==> src/rtl/if_sramlike_stage_pkg.sv <==
// Shared definitions for the sram-like instruction fetch stage:
// reset vector, redirect bundle widths, FS state encoding and buffer entry.
package if_sramlike_stage_pkg;

    localparam logic [31:0] RESET_PC_DEFAULT = 32'h1c00_0000;
    localparam int          DISC_W_DEFAULT   = 2;
    localparam int          BR_ZIP_W         = 33;
    localparam int          FLUSH_ZIP_W      = 33;

    // EMPTY: nothing pending; WAIT: address accepted, data pending;
    // HAVE: instruction parked in the holding buffer.
    typedef enum logic [1:0] {
        FS_EMPTY = 2'd0,
        FS_WAIT  = 2'd1,
        FS_HAVE  = 2'd2
    } fs_state_e;

    typedef struct packed {
        logic [31:0] pc;
        logic [31:0] inst;
    } fs_entry_t;

endpackage

==> src/rtl/if_sramlike_stage_if.sv <==
// Sram-like instruction port: request channel (req/addr_ok) and
// in-order response channel (data_ok/rdata).
interface if_sramlike_stage_if;

    logic        req;
    logic        wr;
    logic [1:0]  size;
    logic [3:0]  wstrb;
    logic [31:0] addr;
    logic [31:0] wdata;
    logic        addr_ok;
    logic        data_ok;
    logic [31:0] rdata;

    modport master (
        output req, wr, size, wstrb, addr, wdata,
        input  addr_ok, data_ok, rdata
    );

    modport slave (
        input  req, wr, size, wstrb, addr, wdata,
        output addr_ok, data_ok, rdata
    );

endinterface

==> src/rtl/if_sramlike_stage_fs_inst_buf.sv <==
// One-entry {pc, inst} holding register used when ID stalls on returned data.
module fs_inst_buf
    import if_sramlike_stage_pkg::*;
(
    input  logic      clk,
    input  logic      reset,
    input  logic      clr,
    input  logic      ld,
    input  fs_entry_t din,
    output fs_entry_t dout
);

    fs_entry_t entry_q;

    // Hold the parked instruction; clear wins over load.
    always_ff @(posedge clk) begin
        if (reset || clr) begin
            entry_q <= '0;
        end else if (ld) begin
            entry_q <= din;
        end
    end

    assign dout = entry_q;

endmodule

==> src/rtl/if_sramlike_stage.sv <==
// Pre-IF + IF stage: next-PC generation, fetch issue on the sram-like port,
// return buffering and redirect handling with discard of in-flight reads.
module if_sramlike_stage
    import if_sramlike_stage_pkg::*;
#(
    parameter logic [31:0] RESET_PC = RESET_PC_DEFAULT,
    parameter int          DISC_W   = DISC_W_DEFAULT
)(
    input  logic                   clk,
    input  logic                   reset,
    if_sramlike_stage_if.master    inst_sram,
    input  logic                   ds_allowin,
    input  logic [BR_ZIP_W-1:0]    br_zip,
    input  logic [FLUSH_ZIP_W-1:0] flush_zip,
    output logic                   fs2ds_valid,
    output logic [31:0]            fs_inst,
    output logic [31:0]            fs_pc
);

    fs_state_e         fs_state;
    logic [31:0]       pf_pc;
    logic [31:0]       fs_pc_r;
    logic [DISC_W-1:0] disc_cnt;
    fs_entry_t         buf_q;

    logic        redirect;
    logic [31:0] redirect_target;
    logic        in_wait;
    logic        in_have;
    logic        data_use;
    logic        data_drop;
    logic        fs_ready_go;
    logic        fs_allowin;
    logic        req;
    logic        accept;
    logic        disc_inc;
    logic        buf_ld;
    logic        buf_clr;

    assign redirect        = flush_zip[32] | br_zip[32];
    assign redirect_target = flush_zip[32] ? flush_zip[31:0] : br_zip[31:0];

    assign in_wait   = (fs_state == FS_WAIT);
    assign in_have   = (fs_state == FS_HAVE);
    // Responses owed to cancelled fetches come back first and are dropped.
    assign data_drop = inst_sram.data_ok & (disc_cnt != '0);
    assign data_use  = inst_sram.data_ok & (disc_cnt == '0) & in_wait;

    assign fs_ready_go = in_have | data_use;
    assign fs_allowin  = (fs_state == FS_EMPTY) | (fs_ready_go & ds_allowin);
    assign req         = ~reset & fs_allowin & ~redirect & (disc_cnt != '1);
    assign accept      = req & inst_sram.addr_ok;

    // A redirect while waiting orphans the pending read unless it returns now.
    assign disc_inc = redirect & in_wait & ~data_use;

    assign buf_ld  = data_use & ~ds_allowin & ~redirect;
    assign buf_clr = in_have & (redirect | ds_allowin);

    fs_inst_buf u_buf (
        .clk   (clk),
        .reset (reset),
        .clr   (buf_clr),
        .ld    (buf_ld),
        .din   ('{pc: fs_pc_r, inst: inst_sram.rdata}),
        .dout  (buf_q)
    );

    // FS state, fetch PC and discard bookkeeping.
    // NOTE: all state here updates with <= so every branch sees the pre-edge values.
    always_ff @(posedge clk) begin
        if (reset) begin
            fs_state <= FS_EMPTY;
            pf_pc    <= RESET_PC;
            fs_pc_r  <= 32'd0;
            disc_cnt <= '0;
        end else begin
            if (disc_inc && !data_drop) begin
                disc_cnt <= disc_cnt + 1'b1;
            end else if (data_drop && !disc_inc) begin
                disc_cnt <= disc_cnt - 1'b1;
            end

            if (redirect) begin
                pf_pc    <= redirect_target;
                fs_state <= FS_EMPTY;
            end else if (accept) begin
                fs_pc_r  <= pf_pc;
                pf_pc    <= pf_pc + 32'd4;
                fs_state <= FS_WAIT;
            end else if (data_use) begin
                fs_state <= ds_allowin ? FS_EMPTY : FS_HAVE;
            end else if (in_have && ds_allowin) begin
                fs_state <= FS_EMPTY;
            end
        end
    end

    // NOTE: outputs are gated by reset so ID sees nothing during the reset cycle,
    // before the synchronous clear has taken effect.
    assign fs2ds_valid = ~reset & fs_ready_go & ~redirect;
    assign fs_inst     = reset ? 32'd0 : (in_have ? buf_q.inst : inst_sram.rdata);
    assign fs_pc       = reset ? 32'd0 : (in_have ? buf_q.pc   : fs_pc_r);

    assign inst_sram.req   = req;
    assign inst_sram.wr    = 1'b0;
    assign inst_sram.size  = 2'b10;
    assign inst_sram.wstrb = 4'd0;
    assign inst_sram.addr  = pf_pc;
    assign inst_sram.wdata = 32'd0;

endmodule
==> src/flat_wrapper.sv <==
// flat-port wrapper written by rule: the top's interface ports become plain ports
module if_sramlike_stage_flat import if_sramlike_stage_pkg::*;
#(
    parameter logic [31:0] RESET_PC = RESET_PC_DEFAULT,
    parameter int          DISC_W   = DISC_W_DEFAULT
)
  (clk, reset, ds_allowin, br_zip, flush_zip, fs2ds_valid, fs_inst, fs_pc, inst_sram_req, inst_sram_wr, inst_sram_size, inst_sram_wstrb, inst_sram_addr, inst_sram_wdata, inst_sram_addr_ok, inst_sram_data_ok, inst_sram_rdata);
  if_sramlike_stage_if inst_sram_i ();
  input  logic clk;
  input  logic reset;
  input  logic ds_allowin;
  input  logic [BR_ZIP_W-1:0] br_zip;
  input  logic [FLUSH_ZIP_W-1:0] flush_zip;
  output logic fs2ds_valid;
  output logic [31:0] fs_inst;
  output logic [31:0] fs_pc;
  output wire logic [$bits(inst_sram_i.req)-1:0] inst_sram_req;
  output wire logic [$bits(inst_sram_i.wr)-1:0] inst_sram_wr;
  output wire logic [$bits(inst_sram_i.size)-1:0] inst_sram_size;
  output wire logic [$bits(inst_sram_i.wstrb)-1:0] inst_sram_wstrb;
  output wire logic [$bits(inst_sram_i.addr)-1:0] inst_sram_addr;
  output wire logic [$bits(inst_sram_i.wdata)-1:0] inst_sram_wdata;
  input wire logic [$bits(inst_sram_i.addr_ok)-1:0] inst_sram_addr_ok;
  input wire logic [$bits(inst_sram_i.data_ok)-1:0] inst_sram_data_ok;
  input wire logic [$bits(inst_sram_i.rdata)-1:0] inst_sram_rdata;
  assign inst_sram_req = inst_sram_i.req;
  assign inst_sram_wr = inst_sram_i.wr;
  assign inst_sram_size = inst_sram_i.size;
  assign inst_sram_wstrb = inst_sram_i.wstrb;
  assign inst_sram_addr = inst_sram_i.addr;
  assign inst_sram_wdata = inst_sram_i.wdata;
  assign inst_sram_i.addr_ok = inst_sram_addr_ok;
  assign inst_sram_i.data_ok = inst_sram_data_ok;
  assign inst_sram_i.rdata = inst_sram_rdata;
  if_sramlike_stage #(.RESET_PC(RESET_PC), .DISC_W(DISC_W)) u_core (.clk(clk), .reset(reset), .inst_sram(inst_sram_i), .ds_allowin(ds_allowin), .br_zip(br_zip), .flush_zip(flush_zip), .fs2ds_valid(fs2ds_valid), .fs_inst(fs_inst), .fs_pc(fs_pc));
endmodule
==> config.mk <==
export PLATFORM = sky130hd
export DESIGN_NAME = if_sramlike_stage_flat
export DESIGN_NICKNAME = d
export VERILOG_FILES = /design/src/rtl/if_sramlike_stage_pkg.sv /design/src/rtl/if_sramlike_stage_if.sv /design/src/rtl/if_sramlike_stage_fs_inst_buf.sv /design/src/rtl/if_sramlike_stage.sv /design/src/flat_wrapper.sv
export SDC_FILE = /design/constraint.sdc
export NUM_CORES = 1
export LEC_CHECK = 0
export BUFFER_PORTS_ARGS = -buffer_cell sky130_fd_sc_hd__buf_2
export CAP_MARGIN = 20
export CORE_MARGIN = 2
export CORE_UTILIZATION = 55
export DETAILED_ROUTE_END_ITERATION = 8
export PLACE_DENSITY = 0.87
export SETUP_SLACK_MARGIN = 0.4
export SLEW_MARGIN = 0
export SYNTH_ARGS = -nofsm -noshare
export SYNTH_HDL_FRONTEND = slang
export SYNTH_SLANG_ARGS = --single-unit
export TNS_END_PERCENT = 10
==> constraint.sdc <==
create_clock -name clk -period 4.9 [get_ports clk]
set_input_delay 0.49 -clock clk [delete_from_list [all_inputs] [get_ports clk]]
set_output_delay 0.49 -clock clk [all_outputs]
set_load 0.005 [all_outputs]
# == After elaboration in Yosys (flattened, before gate mapping) ==
# Index checks and enable logic that the tools add are counted.
# totals
regBits,132
in_bits,103
word_cells,65
out_inout_bits,137
# classes
eq_ne,3
addsub,3
mux,13
n_reduce_logical,16
bitwise,23
# op_table
op,count
$mux 32,7
$add 32x3->32 const B,1
$and 1x1->1,15
$mux 2,5
$reduce_bool 2->1,4
$logic_not 2->1,2
$not 1->1,4
$or 1x1->1,4
$logic_and 1x1->1,3
$reduce_bool 3->1,1
$reduce_or 3->1,1
$add 2x1->2 const B,1
$eq 2x1->1 const B,1
$eq 2x2->1 const B,1
$logic_not 1->1,2
$ne 2x2->1 const B,1
$reduce_and 2->1,1
$reduce_or 2->1,1
$sub 2x1->2 const B,1
$logic_or 1x1->1,1
$mux 1,1

# == Longest topological paths before layout ==
# depth
depth_word,12
mapped_depth,9
depth_no_buf,7

# == Hierarchy ==
# From an unflattened synthesis, not the netlist that was laid out.
# hier_totals
hier_cells,956
hier_area_um2,7239.4
# modules_own_cells
mod,area_per_inst_um2,n_inst,seq_area_each_um2,cells_each
if_sramlike_stage,4890.9,1,1361.3,749
fs_inst_buf,2348.5,1,1281.2,207

# == Worst setup path before layout ==
# OpenSTA, ideal clock, no wires.
# synth_timing
kind,input-to-reg
start,input port flush_zip[32]
end,register u_core.disc_cnt[1]
setup_ps,71
required_ps,4829
setup_slack_ps,2623
t_arrival_ps,2206
path_buffers,2
path_stages,7
path_cell_list,clkbuf_1 nor2_1 clkbuf_1 nor4b_1 ha_1 or3_1 a21oi_1
# synth_between
elab_chain_len,6
word_cells_on_any_way,8
classes_between,1 x mux; 3 x bitwise; 4 x reduce/logical
# synth_rtl
element,line_no,text
start: declaration,flat_wrapper.sv:13,input logic [FLUSH_ZIP_W-1:0] flush_zip;
$or 1x1->1 (*),if_sramlike_stage.sv:40,assign redirect = flush_zip[32] | br_zip[32];
$and 1x1->1 (*) (2 in a row),if_sramlike_stage.sv:55,assign disc_inc = redirect & in_wait & ~data_use;
$logic_not 1->1,if_sramlike_stage.sv:80,end else if (data_drop && !disc_inc) begin
$logic_and 1x1->1,if_sramlike_stage.sv:80,
$reduce_bool 2->1 (no line),--,
end signal: assignment,if_sramlike_stage.sv:79,disc_cnt <= disc_cnt + 1'b1;
end signal: assignment,if_sramlike_stage.sv:81,disc_cnt <= disc_cnt - 1'b1;
end: declaration,if_sramlike_stage.sv:23,logic [DISC_W-1:0] disc_cnt;
# Mark *: on every way between the ends. The rest lies on a longest branch, timed or not.
# A chain may end at the register's enable or synchronous reset.

# == Worst setup path after layout ==
# layout_timing
start,register u_core.fs_state[1]
end,output port fs_pc[9]
# layout_between
elab_chain_len,3
# layout_rtl
element,line_no,text
start: declaration,if_sramlike_stage.sv:20,fs_state_e fs_state;
start signal: assignment,if_sramlike_stage.sv:92,fs_state <= ds_allowin ? FS_EMPTY : FS_HAVE;
$eq 2x2->1,if_sramlike_stage.sv:44,assign in_have = (fs_state == FS_HAVE);
$mux 32 (2 in a row),if_sramlike_stage.sv:103,assign fs_pc = reset ? 32'd0 : (in_have ? buf_q.pc : fs_pc_r);
end: declaration,flat_wrapper.sv:16,output logic [31:0] fs_pc;
# Every way passes these cells.

==> flow_summary.toml <==
[cells_and_area]
drive_above_1_share_pct = 21.6
n_antenna_cell = 0
nets = 1275
nFillCells = 1034
area_growth_pct = 23.3
postLayoutCellArea_um2 = 8490
final_cells = 1351

[sta]
hold_slack_ns = 0.283
rsz0062_at_grt = "false"
skew_ns = 0.00677
max_clock_freq_mhz = 323
slew_viol_final = 0
finalCriticalPeriod_ns = 3.10
slew-limit-headroom_pct = 31.2
finalCritPeriodShare_pct = 63.2
setup_viol = 0
hold_viol_final = 0
finalSetupTns_ns = 0
worst_pin_slew_ns = 1.03

[critical_path]
critPathLaunchType = "flop"
reg2reg_slack_ns = 2.07
reg2reg_from = "u_core.fs_state[1]"
cp.required_ns = 4.41
timing.rr.end = "u_core.inst_sram.addr[17]"
crit_path_max_fanout = 43
cp.arrival_ns = 2.61
cp-end-kind = "output port"
rr_worst_depth = 6
path_class = "flop to output port"

[hold_path]
holdPathStages = 3
holdCritStartpoint = "flush_zip[2]"
hp-class = "primary input to flop"
whs_endpoint = "u_core.inst_sram.addr[2]"

[power]
total_leakage_power_nw = 3.50
ir_drop_uv = 198
powerDensity_nw_per_um2 = 345
power_w = 0.00293

[flow_run]
drv_cap = 0

[placed_design]
gp_congestion = 0.945
dpl-instance-area_um2 = 7770
hpwl_um = 13300
place_inst = 1319
place.port_buffers = 200

[drt]
dr_wl_met2_um = 9540
finalWirelength_um = 20400
wire_per_inst_um = 15.1
highest_layer = "met4"
ant_nets = 0
drt-met1-wl_um = 8410
dr_total_vias = 7437
viasPerCell = 5.50
drc = 0
drt_iter0_markers = 747
route.met3.wl_um = 2040
drt_pass1_iterations = 6

[floorplanning]
io_pins = 240
die_w_um = 116
die_h_um = 116
start_util_pct = 56.9
die_area_um2 = 13400
rows = 40
coreArea_um2 = 12100

[yosys]
synth_mux_area_share_pct = 0.581
synth_seq_cells = 132
synth.top_cell.area_share_pct = 38.4
ys_types = 53
synth-seq-area-share_pct = 38.4
synth_common_cells = "nand2_1 (353), a21oi_1 (206), dfxtp_1 (132), clkbuf_1 (54), buf_4 (39)"
postSynth.asyncResetShare_pct = 0
netlist_instances = 1018
synthFlopType = "dfxtp_1"
yosysWarnings = 0
netlist_top_cells_area = "dfxtp_1 (38%), nand2_1 (19%), a21oi_1 (15%)"
synth_fa_ha_area_share_pct = 0.363
synth.avg_cell_area_um2 = 6.76
yosysMostFrequentCell = "nand2_1"
syn-cell-area_um2 = 6890
synth_compound_area_share_pct = 21.4
synth-xor-area-share_pct = 1.91
synth_top_family_by_area = "simple AND/OR/NAND/NOR gates"
synth-simple-area-share_pct = 27.9
synth_edf_count = 0
yosysTopAreaCell = "dfxtp_1"

[global_routing]
grt_max_degree = 77
grt_pass1_vias = 6620
track_usage_pct = 30.0
overflow = 0
grt_pass1_wl_um = 32100
antenna_found_initial = 0

[clocking]
cts_buffers = 17
clock-sinks = 132
cts_tree = "done"
htree_levels = 4
hold_buffers = 0
postCtsSetupBuffers = 0
cts_buffer_depth = 2
cts_resized = 0
clkLatencyLatePin_ns = 0.42
clkTransAtPathRegs_ns = 0.06
root_buffer = "clkbuf_16"

[status]
status = "finished clean"
-- worst max-delay path, cell delays in order (launching register included) --
cell and delay (ns):
dfxtp_1 0.48, nor2b_4 0.90, buf_4 0.40, nand2_1 0.08, a21oi_1 0.17, buf_2 0.15
-- cell families (layout without fill, tap and decap cells) --
logic type	Yosys count	after routing
AND/OR/NAND/NOR	463	463
AO/OA/AOI/OAI	270	270
flip-flops	132	132
buffers and inverters	130	258
XOR/XNOR	15	15
multiplexers	4	4
adder cells (fa/ha/maj)	2	2
other	2	39
-- layer usage --
layer  global-route usage [%]  up-vias
li1                         -     3619
met1                     40.0     3349
met2                     47.8      425
met3                     7.11       44
met4                     10.2        0
met5                        0        -
-- registers in the layout (all words and copies together), names as in the netlist --
register	flops
u_core.disc_cnt	2
u_core.fs_pc_r	32
u_core.fs_state	2
u_core.inst_sram.addr	32
u_core.u_buf.dout	64
-- how the worst max path moves through the flow --
stage	startpoint	endpoint	slack, ns
4_1_cts	u_core.fs_state[1]	fs_pc[9]	1.82
3_5_place_dp	br_zip[32]	u_core.inst_sram.addr[5]	1.69
3_3_place_gp	br_zip[32]	u_core.inst_sram.addr[5]	1.75
6_report	u_core.fs_state[1]	fs_pc[9]	1.80
2_1_floorplan	flush_zip[32]	u_core.disc_cnt[1]	2.62
5_1_grt	u_core.fs_state[1]	fs_inst[2]	1.61
-- report_power, final --
group          internal, W  switching [W]
Combinational     0.000108       0.000150
Sequential         0.00110      0.0000444
Clock              0.00105       0.000479
-- area by class of cell --
cell class | instances | area, µm² | area share (%)
clock buffers | 20 | 467 | 5.50
clock inverters | 12 | 248 | 2.92
inverters | 15 | 56.3 | 0.663
multi-input cells | 793 | 3780 | 44.5
flip-flops and latches | 132 | 2640 | 31.1
well taps | 168 | 210 | 2.48
repair buffers | 211 | 1090 | 12.8
-- placed cells by master, fill, tap and decap left out, types with 13 or more instances in the layout --
cell type and instances:
inv_1 15, nor3_1 13, nand2_1 353, o21ai_0 23
clkbuf_16 17, buf_2 199, a21oi_1 206, conb_1 39
nor2_1 38, dfxtp_1 132
-- per-stage QoR --
step	util, %	setup WS [ns]
floorplan	-	2.62
global placement	64.2	1.75
detailed placement	64.2	1.69
CTS	70.1	1.82
global route	70.1	1.61
finish	70.1	1.80
No activity file was read; power rests on OpenSTA's default activity.
